`src/rtl/mips_pkg.sv`:
```
// Shared MIPS memory-stage constants: read-mux selects and user-port addresses.
package mips_pkg;

   localparam int unsigned DATA_WIDTH_DEFAULT = 32;
   localparam int unsigned MUX_SEL_WIDTH      = 2;

   // Read-mux selects produced by the memory-mapped I/O decoder
   localparam logic [MUX_SEL_WIDTH-1:0] MUX_SEL_RAM   = 2'b00;
   localparam logic [MUX_SEL_WIDTH-1:0] MUX_SEL_PORT0 = 2'b01;
   localparam logic [MUX_SEL_WIDTH-1:0] MUX_SEL_PORT1 = 2'b10;
   localparam logic [MUX_SEL_WIDTH-1:0] MUX_SEL_RSVD  = 2'b11;

   // User-port byte addresses, shared with the decoder
   localparam logic [31:0] ADDR_OUT_PORT = 32'h0000_FFF0;
   localparam logic [31:0] ADDR_IN_PORT0 = 32'h0000_FFF4;
   localparam logic [31:0] ADDR_IN_PORT1 = 32'h0000_FFF8;

endpackage

```
`src/rtl/sync_chain.sv`:
```
// Multi-flop synchronizer for an asynchronous input bus; q is the last stage.
module sync_chain #(
   parameter int unsigned WIDTH  = 32,
   parameter int unsigned STAGES = 2
) (
   input  logic             clk,
   input  logic             rst,
   input  logic [WIDTH-1:0] d,
   output logic [WIDTH-1:0] q
);

   logic [WIDTH-1:0] stage_q [STAGES];

   // Shift the pin value through the chain; reset clears every stage
   always_ff @(posedge clk) begin
      if (rst) begin
         for (int unsigned i = 0; i < STAGES; i++) begin
            stage_q[i] <= '0;
         end
      end else begin
         stage_q[0] <= d;
         for (int unsigned i = 1; i < STAGES; i++) begin
            stage_q[i] <= stage_q[i-1];
         end
      end
   end

   assign q = stage_q[STAGES-1];

endmodule

```
`src/rtl/io_port_unit.sv`:
```
// User I/O port unit: output port register, synchronized input ports with
// sticky change flags, and the RAM-latency-aligned load read mux.
module io_port_unit
   import mips_pkg::*;
#(
   parameter int unsigned DATA_WIDTH  = DATA_WIDTH_DEFAULT,
   parameter int unsigned SYNC_STAGES = 2
) (
   input  logic                     clk,
   input  logic                     rst,
   input  logic                     out_en,
   input  logic [DATA_WIDTH-1:0]    wr_data,
   input  logic [MUX_SEL_WIDTH-1:0] mux_sel,
   input  logic [DATA_WIDTH-1:0]    ram_rd_data,
   input  logic [DATA_WIDTH-1:0]    in_port0,
   input  logic [DATA_WIDTH-1:0]    in_port1,
   output logic [DATA_WIDTH-1:0]    rd_data,
   output logic [DATA_WIDTH-1:0]    out_port,
   output logic                     out_strobe,
   output logic                     in0_changed,
   output logic                     in1_changed
);

   logic [DATA_WIDTH-1:0]    sync0;
   logic [DATA_WIDTH-1:0]    sync1;
   logic [DATA_WIDTH-1:0]    prev0;
   logic [DATA_WIDTH-1:0]    prev1;
   logic [MUX_SEL_WIDTH-1:0] sel_q;

   sync_chain #(
      .WIDTH  (DATA_WIDTH),
      .STAGES (SYNC_STAGES)
   ) u_sync0 (
      .clk (clk),
      .rst (rst),
      .d   (in_port0),
      .q   (sync0)
   );

   sync_chain #(
      .WIDTH  (DATA_WIDTH),
      .STAGES (SYNC_STAGES)
   ) u_sync1 (
      .clk (clk),
      .rst (rst),
      .d   (in_port1),
      .q   (sync1)
   );

   // Output port register; strobe pulses on every cycle that loads it
   always_ff @(posedge clk) begin
      if (rst) begin
         out_port   <= '0;
         out_strobe <= 1'b0;
      end else if (out_en) begin
         out_port   <= wr_data;
         out_strobe <= 1'b1;
      end else begin
         out_strobe <= 1'b0;
      end
   end

   // Previous synchronized values, used to detect a change
   always_ff @(posedge clk) begin
      if (rst) begin
         prev0 <= '0;
         prev1 <= '0;
      end else begin
         prev0 <= sync0;
         prev1 <= sync1;
      end
   end

   // Read select delayed one cycle to line up with the RAM read latency
   always_ff @(posedge clk) begin
      if (rst) begin
         sel_q <= MUX_SEL_RAM;
      end else begin
         sel_q <= mux_sel;
      end
   end

   // Sticky change flag for port 0; a new change beats a completing read
   always_ff @(posedge clk) begin
      if (rst) begin
         in0_changed <= 1'b0;
      end else if (sync0 != prev0) begin
         in0_changed <= 1'b1;
      end else if (sel_q == MUX_SEL_PORT0) begin
         in0_changed <= 1'b0;
      end
   end

   // Sticky change flag for port 1; a new change beats a completing read
   always_ff @(posedge clk) begin
      if (rst) begin
         in1_changed <= 1'b0;
      end else if (sync1 != prev1) begin
         in1_changed <= 1'b1;
      end else if (sel_q == MUX_SEL_PORT1) begin
         in1_changed <= 1'b0;
      end
   end

   // Load result to writeback; reserved select reads as zero
   always_comb begin
      rd_data = '0;
      case (sel_q)
         MUX_SEL_RAM:   rd_data = ram_rd_data;
         MUX_SEL_PORT0: rd_data = sync0;
         MUX_SEL_PORT1: rd_data = sync1;
         default:       rd_data = '0;
      endcase
   end

endmodule

```
`config.mk`:
```
export PLATFORM = sky130hd
export DESIGN_NAME = io_port_unit
export DESIGN_NICKNAME = d
export VERILOG_FILES = /design/src/rtl/mips_pkg.sv /design/src/rtl/sync_chain.sv /design/src/rtl/io_port_unit.sv
export SDC_FILE = /design/constraint.sdc
export NUM_CORES = 1
export LEC_CHECK = 0
export ABC_AREA = 1
export CAP_MARGIN = 20
export CORE_UTILIZATION = 50
export DETAILED_ROUTE_END_ITERATION = 10
export DONT_BUFFER_PORTS = 1
export GPL_TIMING_DRIVEN = 0
export SYNTH_ARGS = -nofsm -noshare
export SYNTH_HDL_FRONTEND = slang
export SYNTH_SLANG_ARGS = --single-unit
```
`constraint.sdc`:
```
create_clock -name clk -period 1.4 [get_ports clk]
set_input_delay 0.28 -clock clk [delete_from_list [all_inputs] [get_ports clk]]
set_output_delay 0.28 -clock clk [all_outputs]
set_load 0.01 [all_outputs]
```
==> results.toml <==
[worst_hold_path]
hold_path_end = "out_port[23]"
worstHoldStart = "out_en"
hp-class = "in -> reg"
min_path_cells = 3

[setup_path]
reg2reg_depth = 9
end_kind = "output pin"
worstReg2RegEnd = "in0_changed"
worst-path-buf-inv = 2
required_ns = 1.12
critPathKind = "reg -> out"
r2r_start = "u_sync0.stage_q[0][40]"
crit_path_start_kind = "flip-flop"
cp_slowest_stage_delay_ns = 0.38
rrSetupSlack_ns = 0.13
cp_cell_sequence = "inv_2, nand2_4, buf_12, o221ai_4"
crit_fanout = 10
cp_top_family = "flip-flops"
slowest_stage = "dfxtp_4"
crit_arrival_ns = 1.47

[die]
initial_core_util = 0.512
coreArea_mm2 = 0.0158
dieArea_mm2 = 0.0167
chipHeight_um = 129
die_width_um = 129
num_rows = 46
boundaryPins = 200

[sta]
worst_slack_ns = -0.346
clock_skew_ns = 0.0120
period_needed_ns = 1.75
grt_setup_unrepaired = "yes"
setup_viol = 32
fmax_mhz = 573
hold_violations = 0
maxSlewHeadroom = 0.605
worst_pin_slew_ns = 0.592
period_share = 1.25
final_max_slew_viol_count = 0

[routing]
drt_iter0_drc = 184
routed_wl_mm = 20.0
routedWlPerCell_um = 14.2
ant_nets = 0
viasPerCell = 4.57
first_pass_iters = 4
vias = 6433
drc_errors = 0

[clock_network]
cts_buffer_depth = 3
path_clk_slew_ns = 0.06
cts_root_buf = "clkbuf_16"
clock_latency_ns = 0.50
cts.sinks = 229
htreeDepth = 1
tritoncts = "built"
cts_buffers = 23

[placed_design]
dpl_cell_area_mm2 = 0.00837
port_buffers = 0
place_ws_ns = -0.106
dpl.cell_count = 1267
hpwl_mm = 12.6
gp_congestion = 0.711

[power_and_ir_drop]
power_density_mw_per_mm2 = 1300
ir_drop_mv = 0.976
power.total_uw = 14100
power.leakage_uw = 0.00489

[synth]
synth_mux_area_frac = 0
yosysTopAreaCell = "dfxtp_1"
ys.flop_type = "dfxtp_1"
synth-edff-count = 0
synth_most_common_cell = "nor2_1"
syn_area_mm2 = 0.00810
synth_commonest_cells = "nor2_1, dfxtp_1, inv_1"
async_flop_share = 0
yosys.area_share.adder = 0
synth_top_family_by_area = "simple AND/OR/NAND/NOR gates"
syn_inst = 1051
synthSimpleGateAreaFrac = 0.214
synth_compound_area_frac = 0.0544
synth_xor_area_frac = 0.0324
synth_top_area_share = 0.566
synthTopCellsByArea = "dfxtp_1, nor2_1, inv_1"
synth.distinct_cells = 13
ys_seq_area_frac = 0.566
ys_ff_latch = 229
syn_area_per_cell_um2 = 7.71
yosys_warnings = 0
synth.net_count = 1184

[layout]
design_area_mm2 = 0.0108
fillers = 1276
drive_gt1_frac = 0.106
multiInputGateArea_mm2 = 0.00304
seq_area_mm2 = 0.00459
fin_util = 0.685
fin_nets = 1312
area_growth_pct = 33.8
antenna_cells = 0
stdcell_count = 1409

[status]
status = "finished, violations left"
violations = "negative setup slack"

[global_route]
grt_start_max_net_pins = 14
grt_antenna_before_repair = 0
track_usage = 0.233
grt_overflow = 0
grt_pass1_wl_mm = 30.0
first_global_vias = 6228

[flow_run]
drv_cap = 0
-- repair_timing --
item / CTS / global route
pin swaps: 0 / 4
buffers inserted: 1 / 2
hold endpoints to repair: 98 / 0
resized for setup: 91 / 23
setup endpoints to repair: 32 / 34
hold buffers: 98 / 0
gates cloned: 0 / 2
-- worst max-delay path by stage --
stage	from	endpoint	cells after the start
6_report	sel_q[0]	rd_data[1]	4
5_1_grt	sel_q[0]	rd_data[1]	4
4_1_cts	sel_q[1]	rd_data[10]	4
3_5_place_dp	sel_q[1]	rd_data[29]	4
3_3_place_gp	sel_q[1]	rd_data[29]	4
2_1_floorplan	sel_q[0]	rd_data[20]	4
-- logic make-up (layout without fill, tap and decap cells) --
kind of cell    after synthesis  after routing
compound gates               64             64
xor+xnor                     30             30
buf+inv                     270            412
flops                       229            229
simple gates                458            458
-- worst reg2reg max path: stages, from the launching register on --
cell and delay, ns:
dfxtp_1 0.34, inv_1 0.10, nand2_1 0.07, nand2_1 0.05
nor2_1 0.14, nand2_1 0.09, nor2_1 0.12, nand2_1 0.08
nor2_1 0.10, nor2_1 0.04
-- final cells by class --
class | instances | share of cell area
Buffer | 41 | 0.0306
Timing Repair Buffer | 103 | 0.0972
Multi-Input combinational cell | 552 | 0.280
Clock buffer | 34 | 0.0615
Inverter | 229 | 0.0793
Clock inverter | 5 | 0.00231
Sequential cell | 229 | 0.424
Tap cell | 216 | 0.0249
-- stage by stage --
step,TNS (ns),hold slack [ns]
after CTS,-10.71,0.0731
after global placement,-0.244,0.388
after floorplan,0,0.387
after global routing,-12.27,0.0945
final,-10.52,0.0861
after detailed placement,-0.329,0.390
-- flip-flops by register name, summed over array words and instances (netlist names) --
register / count
out_strobe: 1
sel_q: 2
u_sync1.stage_q: 64
in1_changed: 1
u_sync0.stage_q: 64
prev1: 32
in0_changed: 1
out_port: 32
prev0: 32
-- cells in the final DEF (no fill, tap or decap), drive strengths merged --
cell         count
nand2          216
buf             43
a21oi           32
clkinv           5
dlygate4sd3     98
xor2            18
clkbuf          37
inv            229
xnor2           12
o221ai          32
nor2           234
dfxtp          229
nand3            6
or2              2
-- per-layer routing --
metal,vias to the layer above,share of wire,GRT usage
met5,-,0,0
met4,0,0.014,0.0609
met3,24,0.064,0.0537
met2,175,0.49,0.417
met1,2922,0.43,0.279
li1,3312,-,-
-- where the power goes --
part           total [uW]  switching, uW  internal [uW]
logic                1460            824            636
registers            6960            162           6800
clock network        5680           2410           3270
total               14100           3400          10700
No activity file was read; power rests on OpenSTA's default activity.
